==> src/rtl/idex_stage_if.sv <==
// Bundle of decode-side, forwarding, and execute-side signals for the ID/EX pipeline register.
// The slave modport is the stage's view; the master modport is the surrounding pipeline's view.
interface idex_stage_if;
  logic        id_valid;
  logic        id_ready;
  logic [31:0] id_rs_data;
  logic [31:0] id_rt_data;
  logic [31:0] id_imm;
  logic [4:0]  id_rs;
  logic [4:0]  id_rt;
  logic [4:0]  id_rd;
  logic [1:0]  id_aluop;
  logic        id_alusrc;
  logic        id_regwrite;
  logic        id_memread;
  logic        exm_regwrite;
  logic [4:0]  exm_rd;
  logic [31:0] exm_result;
  logic        wb_regwrite;
  logic [4:0]  wb_rd;
  logic [31:0] wb_data;
  logic        flush;
  logic        ex_ready;
  logic        ex_valid;
  logic [31:0] ex_a;
  logic [31:0] ex_b;
  logic [31:0] ex_store_data;
  logic [1:0]  ex_aluop;
  logic [4:0]  ex_rd;
  logic        ex_regwrite;
  logic        ex_memread;
  logic [15:0] stall_cnt;

  modport slave (
    input  id_valid, id_rs_data, id_rt_data, id_imm, id_rs, id_rt, id_rd,
           id_aluop, id_alusrc, id_regwrite, id_memread,
           exm_regwrite, exm_rd, exm_result, wb_regwrite, wb_rd, wb_data,
           flush, ex_ready,
    output id_ready, ex_valid, ex_a, ex_b, ex_store_data, ex_aluop, ex_rd,
           ex_regwrite, ex_memread, stall_cnt
  );

  modport master (
    output id_valid, id_rs_data, id_rt_data, id_imm, id_rs, id_rt, id_rd,
           id_aluop, id_alusrc, id_regwrite, id_memread,
           exm_regwrite, exm_rd, exm_result, wb_regwrite, wb_rd, wb_data,
           flush, ex_ready,
    input  id_ready, ex_valid, ex_a, ex_b, ex_store_data, ex_aluop, ex_rd,
           ex_regwrite, ex_memread, stall_cnt
  );
endinterface

==> src/rtl/idex_stage.sv <==
// ID/EX pipeline register with valid/ready flow control, load-use bubble insertion,
// flush, and combinational EX/MEM and MEM/WB operand forwarding on the held instruction.
module idex_stage (
  input logic         clk,
  input logic         rst,
  idex_stage_if.slave bus
);
  logic        valid_q, valid_d;
  logic [31:0] rsData_q, rsData_d;
  logic [31:0] rtData_q, rtData_d;
  logic [31:0] imm_q, imm_d;
  logic [4:0]  rs_q, rs_d;
  logic [4:0]  rt_q, rt_d;
  logic [4:0]  rd_q, rd_d;
  logic [1:0]  aluop_q, aluop_d;
  logic        alusrc_q, alusrc_d;
  logic        regwrite_q, regwrite_d;
  logic        memread_q, memread_d;
  logic [15:0] stallCnt_q, stallCnt_d;

  logic        luh;
  logic        advance;
  logic        idReady;
  logic [31:0] fwdRs;
  logic [31:0] fwdRt;

  // EX/MEM wins over MEM/WB; register 0 is hard-wired and never forwarded.
  function automatic logic [31:0] forward(
    input logic [4:0]  idx,
    input logic [31:0] regData,
    input logic        exmWr,
    input logic [4:0]  exmRd,
    input logic [31:0] exmRes,
    input logic        wbWr,
    input logic [4:0]  wbRd,
    input logic [31:0] wbData
  );
    logic [31:0] result;
    result = regData;
    if (idx != 5'd0) begin
      if (exmWr && (exmRd == idx)) begin
        result = exmRes;
      end else if (wbWr && (wbRd == idx)) begin
        result = wbData;
      end
    end
    return result;
  endfunction

  assign luh     = valid_q & memread_q & (rd_q != 5'd0) &
                   ((rd_q == bus.id_rs) | (rd_q == bus.id_rt));
  assign advance = bus.ex_ready | ~valid_q;
  assign idReady = advance & ~luh & ~bus.flush;

  always_comb begin
    valid_d    = valid_q;
    rsData_d   = rsData_q;
    rtData_d   = rtData_q;
    imm_d      = imm_q;
    rs_d       = rs_q;
    rt_d       = rt_q;
    rd_d       = rd_q;
    aluop_d    = aluop_q;
    alusrc_d   = alusrc_q;
    regwrite_d = regwrite_q;
    memread_d  = memread_q;
    stallCnt_d = stallCnt_q;

    if (advance) begin
      valid_d    = bus.id_valid & idReady;
      rsData_d   = bus.id_rs_data;
      rtData_d   = bus.id_rt_data;
      imm_d      = bus.id_imm;
      rs_d       = bus.id_rs;
      rt_d       = bus.id_rt;
      rd_d       = bus.id_rd;
      aluop_d    = bus.id_aluop;
      alusrc_d   = bus.id_alusrc;
      regwrite_d = bus.id_regwrite;
      memread_d  = bus.id_memread;
    end

    if (bus.flush) begin
      valid_d = 1'b0;
    end

    // Only cycles that actually push a bubble downstream are counted.
    if (luh && bus.ex_ready && !bus.flush && (stallCnt_q != 16'hFFFF)) begin
      stallCnt_d = stallCnt_q + 16'd1;
    end
  end

  always_ff @(posedge clk) begin
    if (rst) begin
      valid_q    <= 1'b0;
      rsData_q   <= 32'd0;
      rtData_q   <= 32'd0;
      imm_q      <= 32'd0;
      rs_q       <= 5'd0;
      rt_q       <= 5'd0;
      rd_q       <= 5'd0;
      aluop_q    <= 2'd0;
      alusrc_q   <= 1'b0;
      regwrite_q <= 1'b0;
      memread_q  <= 1'b0;
      stallCnt_q <= 16'd0;
    end else begin
      valid_q    <= valid_d;
      rsData_q   <= rsData_d;
      rtData_q   <= rtData_d;
      imm_q      <= imm_d;
      rs_q       <= rs_d;
      rt_q       <= rt_d;
      rd_q       <= rd_d;
      aluop_q    <= aluop_d;
      alusrc_q   <= alusrc_d;
      regwrite_q <= regwrite_d;
      memread_q  <= memread_d;
      stallCnt_q <= stallCnt_d;
    end
  end

  assign fwdRs = forward(rs_q, rsData_q, bus.exm_regwrite, bus.exm_rd, bus.exm_result,
                         bus.wb_regwrite, bus.wb_rd, bus.wb_data);
  assign fwdRt = forward(rt_q, rtData_q, bus.exm_regwrite, bus.exm_rd, bus.exm_result,
                         bus.wb_regwrite, bus.wb_rd, bus.wb_data);

  assign bus.id_ready      = idReady;
  assign bus.ex_valid      = valid_q;
  assign bus.ex_a          = fwdRs;
  assign bus.ex_b          = alusrc_q ? imm_q : fwdRt;
  assign bus.ex_store_data = fwdRt;
  assign bus.ex_aluop      = aluop_q;
  assign bus.ex_rd         = rd_q;
  assign bus.ex_regwrite   = valid_q & regwrite_q;
  assign bus.ex_memread    = valid_q & memread_q;
  assign bus.stall_cnt     = stallCnt_q;
endmodule
==> src/flat_wrapper.sv <==
// flat-port wrapper written by rule: the top's interface ports become plain ports
module idex_stage_flat 
  (clk, rst, bus_id_valid, bus_id_rs_data, bus_id_rt_data, bus_id_imm, bus_id_rs, bus_id_rt, bus_id_rd, bus_id_aluop, bus_id_alusrc, bus_id_regwrite, bus_id_memread, bus_exm_regwrite, bus_exm_rd, bus_exm_result, bus_wb_regwrite, bus_wb_rd, bus_wb_data, bus_flush, bus_ex_ready, bus_id_ready, bus_ex_valid, bus_ex_a, bus_ex_b, bus_ex_store_data, bus_ex_aluop, bus_ex_rd, bus_ex_regwrite, bus_ex_memread, bus_stall_cnt);
  idex_stage_if bus_i ();
  input logic clk;
  input logic rst;
  input wire logic [$bits(bus_i.id_valid)-1:0] bus_id_valid;
  input wire logic [$bits(bus_i.id_rs_data)-1:0] bus_id_rs_data;
  input wire logic [$bits(bus_i.id_rt_data)-1:0] bus_id_rt_data;
  input wire logic [$bits(bus_i.id_imm)-1:0] bus_id_imm;
  input wire logic [$bits(bus_i.id_rs)-1:0] bus_id_rs;
  input wire logic [$bits(bus_i.id_rt)-1:0] bus_id_rt;
  input wire logic [$bits(bus_i.id_rd)-1:0] bus_id_rd;
  input wire logic [$bits(bus_i.id_aluop)-1:0] bus_id_aluop;
  input wire logic [$bits(bus_i.id_alusrc)-1:0] bus_id_alusrc;
  input wire logic [$bits(bus_i.id_regwrite)-1:0] bus_id_regwrite;
  input wire logic [$bits(bus_i.id_memread)-1:0] bus_id_memread;
  input wire logic [$bits(bus_i.exm_regwrite)-1:0] bus_exm_regwrite;
  input wire logic [$bits(bus_i.exm_rd)-1:0] bus_exm_rd;
  input wire logic [$bits(bus_i.exm_result)-1:0] bus_exm_result;
  input wire logic [$bits(bus_i.wb_regwrite)-1:0] bus_wb_regwrite;
  input wire logic [$bits(bus_i.wb_rd)-1:0] bus_wb_rd;
  input wire logic [$bits(bus_i.wb_data)-1:0] bus_wb_data;
  input wire logic [$bits(bus_i.flush)-1:0] bus_flush;
  input wire logic [$bits(bus_i.ex_ready)-1:0] bus_ex_ready;
  output wire logic [$bits(bus_i.id_ready)-1:0] bus_id_ready;
  output wire logic [$bits(bus_i.ex_valid)-1:0] bus_ex_valid;
  output wire logic [$bits(bus_i.ex_a)-1:0] bus_ex_a;
  output wire logic [$bits(bus_i.ex_b)-1:0] bus_ex_b;
  output wire logic [$bits(bus_i.ex_store_data)-1:0] bus_ex_store_data;
  output wire logic [$bits(bus_i.ex_aluop)-1:0] bus_ex_aluop;
  output wire logic [$bits(bus_i.ex_rd)-1:0] bus_ex_rd;
  output wire logic [$bits(bus_i.ex_regwrite)-1:0] bus_ex_regwrite;
  output wire logic [$bits(bus_i.ex_memread)-1:0] bus_ex_memread;
  output wire logic [$bits(bus_i.stall_cnt)-1:0] bus_stall_cnt;
  assign bus_i.id_valid = bus_id_valid;
  assign bus_i.id_rs_data = bus_id_rs_data;
  assign bus_i.id_rt_data = bus_id_rt_data;
  assign bus_i.id_imm = bus_id_imm;
  assign bus_i.id_rs = bus_id_rs;
  assign bus_i.id_rt = bus_id_rt;
  assign bus_i.id_rd = bus_id_rd;
  assign bus_i.id_aluop = bus_id_aluop;
  assign bus_i.id_alusrc = bus_id_alusrc;
  assign bus_i.id_regwrite = bus_id_regwrite;
  assign bus_i.id_memread = bus_id_memread;
  assign bus_i.exm_regwrite = bus_exm_regwrite;
  assign bus_i.exm_rd = bus_exm_rd;
  assign bus_i.exm_result = bus_exm_result;
  assign bus_i.wb_regwrite = bus_wb_regwrite;
  assign bus_i.wb_rd = bus_wb_rd;
  assign bus_i.wb_data = bus_wb_data;
  assign bus_i.flush = bus_flush;
  assign bus_i.ex_ready = bus_ex_ready;
  assign bus_id_ready = bus_i.id_ready;
  assign bus_ex_valid = bus_i.ex_valid;
  assign bus_ex_a = bus_i.ex_a;
  assign bus_ex_b = bus_i.ex_b;
  assign bus_ex_store_data = bus_i.ex_store_data;
  assign bus_ex_aluop = bus_i.ex_aluop;
  assign bus_ex_rd = bus_i.ex_rd;
  assign bus_ex_regwrite = bus_i.ex_regwrite;
  assign bus_ex_memread = bus_i.ex_memread;
  assign bus_stall_cnt = bus_i.stall_cnt;
  idex_stage u_core (.clk(clk), .rst(rst), .bus(bus_i));
endmodule
==> config.mk <==
export PLATFORM = sky130hd
export DESIGN_NAME = idex_stage_flat
export DESIGN_NICKNAME = d
export VERILOG_FILES = /design/src/rtl/idex_stage_if.sv /design/src/rtl/idex_stage.sv /design/src/flat_wrapper.sv
export SDC_FILE = /design/constraint.sdc
export NUM_CORES = 1
export LEC_CHECK = 0
export CAP_MARGIN = 20
export CORE_UTILIZATION = 35
export CTS_CLUSTER_SIZE = 30
export DETAILED_ROUTE_END_ITERATION = 8
export GPL_ROUTABILITY_DRIVEN = 0
export PLACE_DENSITY = 0.74
export SYNTH_ARGS = -nofsm -noshare
export SYNTH_HDL_FRONTEND = slang
export SYNTH_SLANG_ARGS = --single-unit
==> constraint.sdc <==
create_clock -name clk -period 5.75 [get_ports clk]
set_input_delay 1.15 -clock clk [delete_from_list [all_inputs] [get_ports clk]]
set_output_delay 1.15 -clock clk [all_outputs]
set_load 0.03 [all_outputs]
==> results.ini <==
[grt]
grt_max_degree = 100
grt_usage_pct = 27.89
grt_pass1_wl_um = 47620
grt_overflow = 0
antenna_found_initial = 1
grt_pass1_vias = 8376

[synthesis]
yosys_warnings = 0
async_flop_share_pct = 0
synth_cell_types = 46
synthCells = 1045
synth_common_cells = nand2_1 (276), dfxtp_1 (133), a21oi_1 (128)
synth-edff-count = 0
syn_nets = 1243
yosysMostFrequentCell = nand2_1
synth_area_leaders = dfxtp_1 (35%), nand2_1 (14%), a21oi_1 (8.4%), mux2i_1 (4.2%), a221oi_1 (3.7%)
synth_ff_type = dfxtp_1
synth-seq-cells = 133
netlist_area_um2 = 7639
syn_avg_cell_area_um2 = 7.310
yosysSeqAreaShare_pct = 34.86
synth_top_area_share_pct = 34.86
synth_top_cell_by_area = dfxtp_1

[worst_setup_path]
reg2reg_slack_ns = 3.20
crit_fanout = 25
worstSetupEndpointType = output pin
critPathLaunch = bus_exm_rd[2]
slowest_delay_ns = 0.74
path_cells = clkdlybuf4s50_1 -> xnor2_1 -> nand4_1 -> o22ai_4 -> buf_12 -> a211oi_1 -> a221oi_1 -> clkdlybuf4s50_1
cp_slowest_cell = clkdlybuf4s50_1
cp_top_family = buffers and inverters
path_buf_inv = 3
r2r_start = u_core.bus.ex_valid$_SDFFE_PP0N_
cp.arrival_ns = 4.00
cpMostUsedCell = clkdlybuf4s50_1
worst-setup-path-type = primary input to output pin
crit_required_ns = 4.60
cp-start-kind = primary input

[clocking]
cts.path.max_buffers = 2
clkSinkCount = 133
post_cts_resized = 0
cts_setup_buffers = 0
cts_tree = built
insertion_delay_ns = 0.42
hold_buffers = 0
htreeDepth = 4
path_clk_slew_ns = 0.06
cts.root.buffer_cell = clkbuf_16
numCtsBuffers = 17

[placed_design]
port-buffer-count = 319
dp_hpwl_um = 22580
place_area_um2 = 10970

[run]
maxCapViolCount = 0

[floorplanning]
die_h_um = 149.7
dieArea_um2 = 22420
die_w_um = 149.7
start_util_pct = 36.00
pin_count = 320
core_um2 = 21220
rows = 53

[routing]
drtAntennaViolNets = 0
dr.first_iter.drc_count = 532
wl_per_cell_um = 19.94
dr.pass1.iters = 5
via_per_inst = 5.529
drc = 0
dr_total_vias = 8847
routed_wl_um = 31910

[power]
total_leakage_power_nw = 4.448
p_per_area_nw_per_um2 = 256.2
ir_drop_v = 0.0001625

[timing]
fin_setup_tns_ns = 0
fmax_ghz = 0.1943
min_period_ns = 5.146
hold_viol = 0
slew_viol_final = 0
finClkSkew_ns = 0.008041
setup_viol = 0
rsz0062_at_grt = false
period_share_pct = 89.49
hold_slack_ns = 0.4503
worst-slew-pin-transition_ns = 1.032
max_slew_margin_pct = 31.19

[cells_and_area]
final_nets = 1509
design_area_um2 = 11650
syn2layout_area_growth_pct = 52.50
drive_above_1_share_pct = 8.535
fillers = 2018

[outcome]
outcome = completed

[worst_hold_path]
hp-start = u_core.rsData_q[12]$_SDFFE_PP0N_
hold_class = register to register

[path summary, 6_finish.rpt]
kind	cells after the start	to
hold reg to reg	2	u_core.rsData_q[12]$_SDFFE_PP0N_
hold / removal	2	u_core.rsData_q[12]$_SDFFE_PP0N_
setup / recovery	8	bus_ex_b[7]
setup reg to reg	4	u_core.rtData_q[26]$_SDFFE_PP0N_
[power breakdown]
| part | total [W] | internal, W | switching, W |
|---|---|---|---|
| sequential | 0.00102 | 0.000972 | 0.0000437 |
| clock | 0.00123 | 0.000777 | 0.000452 |
| combinational | 0.000739 | 0.000334 | 0.000405 |
[layout make-up]
cell class,instances,area [µm²],area share [%]
diodes,1,2.502,0.02148
multi-input cells,756,4419,37.94
clock inverters,14,226.5,1.944
inverters,64,240.2,2.062
clock buffers,18,429.2,3.684
flip-flops and latches,133,2664,22.87
well taps,275,344.1,2.954
repair buffers,339,3323,28.53
[logic make-up (layout without fill, tap and decap cells)]
| kind of cell | count (synthesis) | count (layout) | synth area share, % |
|---|---|---|---|
| mux | 37 | 37 | 4.930 |
| fa+ha+maj | 1 | 1 | 0.1638 |
| compound gates | 273 | 273 | 24.14 |
| simple gates | 415 | 415 | 24.36 |
| xor+xnor | 30 | 30 | 3.440 |
| flops | 133 | 133 | 34.86 |
| buf+inv | 156 | 435 | 8.108 |
| other cells | 0 | 1 | 0 |
[sequential cells by signal, summed over array words and instances (netlist names)]
register              cells
u_core.alusrc_q           1
u_core.bus.ex_aluop       2
u_core.bus.ex_rd          5
u_core.bus.ex_valid       1
u_core.bus.stall_cnt     16
u_core.imm_q             32
u_core.memread_q          1
u_core.regwrite_q         1
u_core.rsData_q          32
u_core.rs_q               5
u_core.rtData_q          32
u_core.rt_q               5
[cell usage in the layout, fill, tap and decap left out, types with 6 or more instances in the layout]
master	count
a2bb2oi_1	32
clkdlybuf4s50_1	276
or4_1	6
nand3_1	39
nor2_1	13
buf_12	7
inv_1	64
nor3_1	8
o221ai_1	32
xnor2_1	16
nand4_1	8
buf_4	56
xor2_1	14
dfxtp_1	132
clkbuf_16	17
or3_1	37
a221oi_1	32
a211oi_1	32
o21ai_0	6
nor2b_1	6
a21oi_1	127
mux2i_1	32
nand2_1	274
[metal layers]
layer / up-vias / track usage (%) / part of all wire, %
met2: 438 / 49.26 / 50
met4: 0 / 11.16 / 3.1
met3: 66 / 6.402 / 8.3
met1: 4148 / 32.29 / 39
li1: 4195 / - / -
met5: - / 0 / 0
[stage by stage]
stage | cells | utilization [%] | total power (W) | worst slack, ns
5_1_grt | 1600 | 54.89 | 0.003096 | 0.5176
3_3_place_gp | 1566 | 51.70 | 0.001760 | 0.6747
3_5_place_dp | 1566 | 51.70 | 0.001766 | 0.6520
4_1_cts | 1598 | 54.79 | 0.002998 | 0.6212
2_1_floorplan | 1045 | - | 0.001398 | 1.716
6_report | 1600 | 54.89 | 0.002984 | 0.6042
[worst register-to-register path: stages, from the launching register on]
cell and delay, ns:
dfxtp_1 0.45, nor2b_4 0.75, buf_4 0.91, nand2_1 0.19, a21oi_1 0.18
Note: power is estimated with default switching activity, not from simulation.
